**src/rtl/wavetable_interpolator.sv**
```systemverilog
// ============================================================================
// Module   : wavetable_interpolator
// Purpose  : Two-point linear interpolation between adjacent wavetable words
//            read through a 1-cycle-latency ROM port; one sample per Start.
// Revision : 1.0 - initial release
// ============================================================================
`default_nettype none

module wavetable_interpolator (
    input  logic               Clk,
    input  logic               Reset,
    input  logic               Start,
    input  logic [11:0]        wavetableAddr,
    input  logic [19:0]        interp,
    output logic [11:0]        romAddr,
    input  logic signed [15:0] romData,
    output logic signed [15:0] sampleOut,
    output logic               sampleValid,
    output logic               busy
);

    typedef enum logic [2:0] {
        IDLE = 3'd0,
        RD0  = 3'd1,
        RD1  = 3'd2,
        CAP1 = 3'd3,
        MUL  = 3'd4,
        OUT  = 3'd5
    } state_t;

    state_t              r_state;
    state_t              w_next;
    logic [11:0]         r_addr_a;
    logic [19:0]         r_frac;
    logic signed [15:0]  r_s0;
    logic signed [15:0]  r_s1;
    logic signed [37:0]  r_prod;

    logic signed [16:0]  w_diff;
    logic signed [20:0]  w_frac_s;
    logic signed [37:0]  w_prod;
    logic signed [15:0]  w_sample;

    // Full-precision product; the result always lies between s0 and s1, so
    // keeping only the low 16 bits of the sum is exact.
    assign w_diff   = $signed({r_s1[15], r_s1}) - $signed({r_s0[15], r_s0});
    assign w_frac_s = $signed({1'b0, r_frac});
    assign w_prod   = 38'(w_diff) * 38'(w_frac_s);
    assign w_sample = r_s0 + 16'(r_prod >>> 20);

    assign busy = (r_state != IDLE);

    always_ff @(posedge Clk) begin
        if (Reset) begin
            r_state <= IDLE;
        end else begin
            r_state <= w_next;
        end
    end

    always_comb begin
        w_next = r_state;
        case (r_state)
            IDLE:    if (Start) w_next = RD0;
            RD0:     w_next = RD1;
            RD1:     w_next = CAP1;
            CAP1:    w_next = MUL;
            MUL:     w_next = OUT;
            OUT:     w_next = IDLE;
            default: w_next = IDLE;
        endcase
    end

    always_ff @(posedge Clk) begin
        if (Reset) begin
            r_addr_a    <= 12'd0;
            r_frac      <= 20'd0;
            r_s0        <= 16'sd0;
            r_s1        <= 16'sd0;
            r_prod      <= 38'sd0;
            romAddr     <= 12'd0;
            sampleOut   <= 16'sd0;
            sampleValid <= 1'b0;
        end else begin
            sampleValid <= 1'b0;
            case (r_state)
                IDLE: begin
                    if (Start) begin
                        r_addr_a <= wavetableAddr;
                        r_frac   <= interp;
                        romAddr  <= wavetableAddr;
                    end
                end
                RD0:  romAddr <= r_addr_a + 12'd1;
                RD1:  r_s0    <= romData;
                CAP1: r_s1    <= romData;
                MUL:  r_prod  <= w_prod;
                OUT: begin
                    sampleOut   <= w_sample;
                    sampleValid <= 1'b1;
                end
                default: ;
            endcase
        end
    end

endmodule

`default_nettype wire

```
**config.mk**
```make
export PLATFORM = sky130hd
export DESIGN_NAME = wavetable_interpolator
export DESIGN_NICKNAME = d
export VERILOG_FILES = /design/src/rtl/wavetable_interpolator.sv
export SDC_FILE = /design/constraint.sdc
export NUM_CORES = 1
export LEC_CHECK = 0
export ABC_AREA = 1
export BUFFER_PORTS_ARGS = -buffer_cell sky130_fd_sc_hd__buf_4
export CAP_MARGIN = 20
export CORE_MARGIN = 2
export CORE_UTILIZATION = 55
export CTS_CLUSTER_SIZE = 16
export DETAILED_ROUTE_END_ITERATION = 7
export PLACE_DENSITY = 0.73
export SLEW_MARGIN = 15
export SYNTH_ARGS = -nofsm -noshare
export SYNTH_HDL_FRONTEND = slang
export SYNTH_SLANG_ARGS = --single-unit
```
**constraint.sdc**
```tcl
create_clock -name Clk -period 17.7 [get_ports Clk]
set_input_delay 2.655 -clock Clk [delete_from_list [all_inputs] [get_ports Clk]]
set_output_delay 2.655 -clock Clk [all_outputs]
set_load 0.05 [all_outputs]
```
==> results of run 1 <==
==> stage by stage <==
step           setup WS, ns  cell area (sq um)
2_1_floorplan         11.35              17300
3_3_place_gp          10.03              18100
3_5_place_dp           9.96              18100
4_1_cts                9.95              18400
5_1_grt                9.31              18400
6_report               9.84              18400
==> registers in the layout (all words and copies together) (netlist names) <==
name / flops
romAddr: 12
r_addr_a: 12
r_s0: 16
r_s1: 16
r_state: 3
r_prod: 16
sampleValid: 1
r_frac: 20
sampleOut: 16
==> kinds of logic after synthesis <==
family	Yosys count	share of synthesized area
AND/OR/NAND/NOR	869	0.214
adder cells (fa/ha/maj)	421	0.422
XOR/XNOR	20	0.0106
AO/OA/AOI/OAI	284	0.0905
flip-flops	112	0.130
buffers and inverters	599	0.133
==> synthesized netlist by cell type, types with 10 or more instances <==
cell type,number
sky130_fd_sc_hd__dfxtp_1,112
sky130_fd_sc_hd__xor2_1,14
sky130_fd_sc_hd__ha_1,151
sky130_fd_sc_hd__a31oi_1,11
sky130_fd_sc_hd__nand3_1,99
sky130_fd_sc_hd__o21ai_0,104
sky130_fd_sc_hd__o21bai_1,13
sky130_fd_sc_hd__nor2_1,283
sky130_fd_sc_hd__nand3_2,12
sky130_fd_sc_hd__fa_1,270
sky130_fd_sc_hd__a21oi_1,125
sky130_fd_sc_hd__buf_2,16
sky130_fd_sc_hd__inv_2,12
sky130_fd_sc_hd__clkbuf_1,54
sky130_fd_sc_hd__inv_1,507
sky130_fd_sc_hd__nor3_1,16
sky130_fd_sc_hd__nand2_1,403
sky130_fd_sc_hd__nor2_4,10
==> routing by layer <==
layer  part of all wire  up-vias  routed length, um  track usage
li1                   -     7026                  -            -
met1               0.40     7282              20400        0.409
met2               0.47      645              23800        0.531
met3              0.080      122               4030       0.0585
met4              0.043        0               2160        0.120
met5                  0        -                  0            0
==> cell type report <==
class	count	area, sq um
clock buffers	10	229
flip-flops and latches	112	2240
multi-input cells	1594	12700
clock inverters	6	78.8
diodes	1	2.50
repair buffers	91	687
well taps	396	495
inverters	523	1960
fillers	2899	12300
==> worst min-delay path: cells and delay by family, from the launching register on <==
kind            cells  cell delay [ns]
compound gates      1             0.05
simple gates        1             0.06
flops               1             0.31
==> worst max-delay path by stage <==
stage                     slack (ns)  cells past startpoint            startpoint                       to
after global routing            9.31                     30  r_s0[1]$_SDFFE_PP0P_  r_prod[25]$_SDFFE_PP0N_
after detailed placement        9.96                     36  r_s0[2]$_SDFFE_PP0P_  r_prod[21]$_SDFFE_PP0N_
after global placement         10.03                     32  r_s0[2]$_SDFFE_PP0P_  r_prod[25]$_SDFFE_PP0N_
final                           9.84                     30  r_s0[2]$_SDFFE_PP0P_  r_prod[28]$_SDFFE_PP0N_
after floorplan                11.35                     34  r_s0[0]$_SDFFE_PP0P_  r_prod[21]$_SDFFE_PP0N_
after CTS                       9.95                     32  r_s0[2]$_SDFFE_PP0P_  r_prod[25]$_SDFFE_PP0N_
==> run summary, run 1 <==
Die X-Extent -> 181 um
Sequential cell area fraction in the yosys report -> 0.130
Number of I/O port buffers -> 80
Top-level port count -> 81
Placer's final routability congestion estimate -> 0.943
Quantity of hold-fixing buffers added after cts -> 0
Count of flip-flops with a built-in enable after synthesis -> 0
RSZ-0062 raised after global routing -> false
Critical path capture point type -> flop
Final cell count without fillers -> 2733
Initial Util -> 0.562
Dominant register cell in the synthesized netlist -> sky130_fd_sc_hd__dfxtp_1
Total die area -> 32900 sq um
Final Hold Fails -> 0
Reg2Reg Depth -> 30
Global routing usage summed across all routing layers -> 0.317
Synthesized area -> 17300 sq um
Cells on Worst Hold Path -> 2
Relative slew slack -> 0.284
Top cell family by delay on the critical path -> adder cells
Number of levels in the clock H-tree -> 3
Cell repeated most along the worst path -> sky130_fd_sc_hd__fa_1
Total Nets Final -> 2803
Critical path data required time -> 17.97 ns
Number of distinct library cell variants in the gate-level netlist after synthesis -> 51
Estimated wirelength of the detail-placed design -> 40800 um
CTS tree -> yes
Cell taking the most area after synthesis -> sky130_fd_sc_hd__fa_1
Clock Tree Buf Depth -> 2
Root cell of the clock tree -> sky130_fd_sc_hd__clkbuf_16
Maximum fanout count along the critical path -> 20
Share of the cycle needed by the critical path after routing -> 0.444
Total Routed Length -> 50500 um
Number of buffers created by CTS -> 9
Pin count of the biggest net entering global routing -> 64
Transition time at the pin with the least slew margin -> 1.07 ns
Critical path data arrival time -> 8.13 ns
Warning count from the yosys run -> 0
First-pass GRT wire length -> 80400 um
Setup slack of the worst register-to-register path -> 9.84 ns
Worst-skew pair later-pin latency -> 0.39 ns
Core utilization of the finished layout -> 0.600
Hold Path Sink -> r_addr_a[11]$_SDFFE_PP0P_
Cell Rows -> 64
#FFs+latches synth -> 112
Setup Viol. Count Final -> 0
Number of nets in the synthesized netlist -> 2777
Ys async rst share -> 0
Post-synthesis area per instance -> 7.50 sq um
Accumulated negative setup slack -> 0 ns
Post-CTS Setup Bufs -> 0
Critical register-to-register path endpoint -> r_prod[28]$_SDFFE_PP0N_
Highest Clock Rate -> 127 MHz
DRT Pass-1 Iters -> 6
Crit path launch type -> flop
Number of maximum-capacitance violations -> 0
CP bufs+invs -> 5
Number of DRC violations after detailed routing -> 0
Min-delay src -> r_addr_a[11]$_SDFFE_PP0P_
Leading cell type in the layout, fill and taps excluded -> sky130_fd_sc_hd__inv_1
Commonest cells after routing, fill and taps aside -> sky130_fd_sc_hd__inv_1, sky130_fd_sc_hd__nand2_1, sky130_fd_sc_hd__nor2_1, sky130_fd_sc_hd__fa_1, sky130_fd_sc_hd__ha_1
Count of nets left with antenna violations after detail routing -> 0
Standard cell with the maximum stage delay on the critical path -> sky130_fd_sc_hd__or2_1
Antenna violations before repair -> 0
Fraction of synthesized cell area taken by the top area cell type -> 0.313
Startpoint of the worst register-to-register path -> r_s0[2]$_SDFFE_PP0P_
Clock-pin slew of the registers on the worst-case setup and hold paths -> 0.08 ns
Vias in the first global route -> 15300
Result of the run -> complete, no violations
Via total after detailed routing -> 15100
Clk sinks -> 112
Vertical extent of the die -> 181 um
Delay of the slowest cell on the worst path -> 0.72 ns
Type of the worst setup path -> reg2reg
Final Max Slew Viols -> 0
Placed Cells incl. Taps -> 2715
Layout cell share with drive strength beyond 1 -> 0.0719
Core ar. -> 30700 sq um
Cell count after synthesis -> 2305
Minimum period implied by the final worst setup slack -> 7.86 ns
Number of gates given a new drive strength after cts -> 0
Vias per Instance -> 5.52
Layout Area Growth over Synthesis -> 6.67%
Path class of the lowest-slack min-delay path -> reg2reg
Clock Skew -> 0.0154 ns
Remaining global-route overflow -> 0
DR WL/cell -> 18.5 um
Hold WS -> 0.462 ns
Violation count after the first detailed-route iteration -> 1140
Most area-consuming cells after synthesis -> sky130_fd_sc_hd__fa_1, sky130_fd_sc_hd__dfxtp_1, sky130_fd_sc_hd__inv_1
Power of run 1 is left out: the tool's default activity adds up to more than one toggle a clock period on the data nets, which glitch-free logic cannot reach.
==> run 2, diff against run 1 <==
clock period = 7.5 ns   (was 17.7 ns; I/O delays follow)
==> run 2 against run 1 <==
Flip-flop and latch count unchanged. Non-clock buffer count grew 25. Die area is the same. Clock skew rose by 0.0029 ns. Critical endpoint is now r_prod[26]$_SDFFE_PP0N_. Global-route usage up 0.89 points.
==> run summary, run 2 (synthesis gave the netlist of run 1 again) <==
CTS tree -> yes
Standard cell with the maximum stage delay on the critical path -> sky130_fd_sc_hd__fa_1
Number of I/O port buffers -> 80 (unchanged)
Number of buffers created by CTS -> 9 (unchanged)
Count of inserted antenna diode cells -> 0 (-1)
Maximum fanout count along the critical path -> 7 (-65%)
Highest Clock Rate -> 140 MHz (+9.8%)
Vertical extent of the die -> 181 um (unchanged)
Number of maximum-capacitance violations -> 0 (unchanged)
Remaining global-route overflow -> 0 (unchanged)
Number of DRC violations after detailed routing -> 0 (unchanged)
Top-level port count -> 81 (unchanged)
RSZ-0062 raised after global routing -> true
Accumulated negative setup slack -> 0 ns (unchanged)
Top cell family by delay on the critical path -> adder cells
CP bufs+invs -> 7 (+2)
Antenna violations before repair -> 0 (unchanged)
Worst-skew pair later-pin latency -> 0.39 ns (about the same)
Layout cell share with drive strength beyond 1 -> 0.0856 (+0.0136)
Setup slack of the worst register-to-register path -> 0.34 ns (-9.50 ns)
Violation count after the first detailed-route iteration -> 1225 (+7.5%)
Type of the worst setup path -> reg2reg
Clock-pin slew of the registers on the worst-case setup and hold paths -> 0.10 ns (+0.02 ns)
Layout Area Growth over Synthesis -> 8.12%
Quantity of hold-fixing buffers added after cts -> 0 (unchanged)
Layout fillers -> 2837 (-2.1%)
Final cell count without fillers -> 2757 (+0.88%)
Total Routed Length -> 52100 um (+3.2%)
Cell Rows -> 64 (unchanged)
Share of the cycle needed by the critical path after routing -> 0.954 (+0.511)
Clk sinks -> 112 (unchanged)
DR WL/cell -> 18.9 um (+2.3%)
DRT Pass-1 Iters -> 8 (+2)
Worst Slack Setup Final -> 0.342 ns (-9.50 ns)
Path class of the lowest-slack min-delay path -> reg2reg
Critical path data required time -> 7.80 ns (-10.17 ns)
Commonest cells after routing, fill and taps aside -> sky130_fd_sc_hd__inv_1, sky130_fd_sc_hd__nand2_1, sky130_fd_sc_hd__nor2_1, sky130_fd_sc_hd__fa_1, sky130_fd_sc_hd__ha_1
Placer's final routability congestion estimate -> 1.02 (+8.2%)
Vias per Instance -> 5.61 (+1.7%)
Estimated wirelength of the detail-placed design -> 41900 um (+2.7%)
Core ar. -> 30700 sq um (unchanged)
Clock Skew -> 0.0183 ns (+0.00290 ns)
Result of the run -> complete, no violations
Setup Viol. Count Final -> 0 (unchanged)
Final Hold Fails -> 0 (unchanged)
Leading cell type in the layout, fill and taps excluded -> sky130_fd_sc_hd__inv_1
Number of levels in the clock H-tree -> 3 (unchanged)
Initial Util -> 0.562 (unchanged)
Die X-Extent -> 181 um (unchanged)
Final Max Slew Viols -> 0 (unchanged)
Relative slew slack -> 0.411 (+0.127)
Global routing usage summed across all routing layers -> 0.326 (+0.00890)
Crit path launch type -> flop
Hold WS -> 0.471 ns (+0.00868 ns)
Placed Cells incl. Taps -> 2738 (+0.85%)
Max reg flops -> 20 (unchanged)
Clock Tree Buf Depth -> 2 (unchanged)
Minimum period implied by the final worst setup slack -> 7.16 ns (-0.699 ns)
Via total after detailed routing -> 15500 (+2.6%)
Vias in the first global route -> 15500 (+1.7%)
Transition time at the pin with the least slew margin -> 0.881 ns (-0.193 ns)
Critical path capture point type -> flop
Worst slack, placed -> 0.241 ns (-9.72 ns)
Critical path data arrival time -> 7.45 ns (-0.68 ns)
Count of nets left with antenna violations after detail routing -> 0 (unchanged)
Total die area -> 32900 sq um (unchanged)
First-pass GRT wire length -> 82600 um (+2.8%)
Pin count of the biggest net entering global routing -> 58 (-9.4%)
Root cell of the clock tree -> sky130_fd_sc_hd__clkbuf_16
Register with the highest flop count -> r_frac
Total Nets Final -> 2828 (+0.89%)
Delay of the slowest cell on the worst path -> 0.55 ns (-0.17 ns)
## run 2: cell count changes in the layout (fill, tap and decap cells not counted), moves of 2 or more
cell / before / now
sky130_fd_sc_hd__a21oi_2: 4 / 6
sky130_fd_sc_hd__buf_4: 90 / 115
sky130_fd_sc_hd__nand2_1: 403 / 401
sky130_fd_sc_hd__inv_6: 0 / 2
sky130_fd_sc_hd__nand2_2: 7 / 9
sky130_fd_sc_hd__clkinv_8: 1 / 3
sky130_fd_sc_hd__a21oi_1: 125 / 123
## run 2: worst reg2reg max path: cells and delay by family, from the launching register on
kind | cells | cell delay, ns
AO/OA/AOI/OAI | 5 | 0.85
adder cells (fa/ha/maj) | 9 | 3.96
flip-flops | 1 | 0.34
XOR/XNOR | 1 | 0.40
buffers and inverters | 7 | 0.37
AND/OR/NAND/NOR | 10 | 1.15
## run 2: layout make-up
type                            instances  area [sq um]  area share
Tap cell                              396           495      0.0265
Clock inverter                          6          96.3     0.00515
Sequential cell                       112          2240       0.120
Clock buffer                           10           239      0.0128
Timing Repair Buffer                  116           875      0.0468
Inverter                              523          1970       0.105
Multi-Input combinational cell       1594         12800       0.683
## run 2: worst paths after layout
path	startpoint	to	depth (start not counted)
hold reg to reg	r_addr_a[9]$_SDFFE_PP0P_	r_addr_a[9]$_SDFFE_PP0P_	2
setup / recovery	r_s0[0]$_SDFFE_PP0P_	r_prod[26]$_SDFFE_PP0N_	32
hold / removal	r_addr_a[9]$_SDFFE_PP0P_	r_addr_a[9]$_SDFFE_PP0P_	2
setup reg to reg	r_s0[0]$_SDFFE_PP0P_	r_prod[26]$_SDFFE_PP0N_	32
## run 2: metrics by stage
stage,utilization,cell area (sq um)
global placement,0.595,18300
floorplan,-,17300
detailed placement,0.595,18300
global route,0.608,18700
CTS,0.606,18600
finish,0.608,18700
## run 2: timing repair
action | 4_1_cts | 5_1_grt
endpoints found under the setup margin | 0 | 16
resized for setup | 0 | 12
buffers inserted | 0 | 3
## run 2: metal layers
layer	up-vias	routed length (um)	GRT usage
met5	-	0	0
met4	0	2900	0.159
met3	172	4690	0.0659
met2	716	23800	0.526
met1	7486	20700	0.419
li1	7087	-	-
Power of run 2 is left out for the same reason.
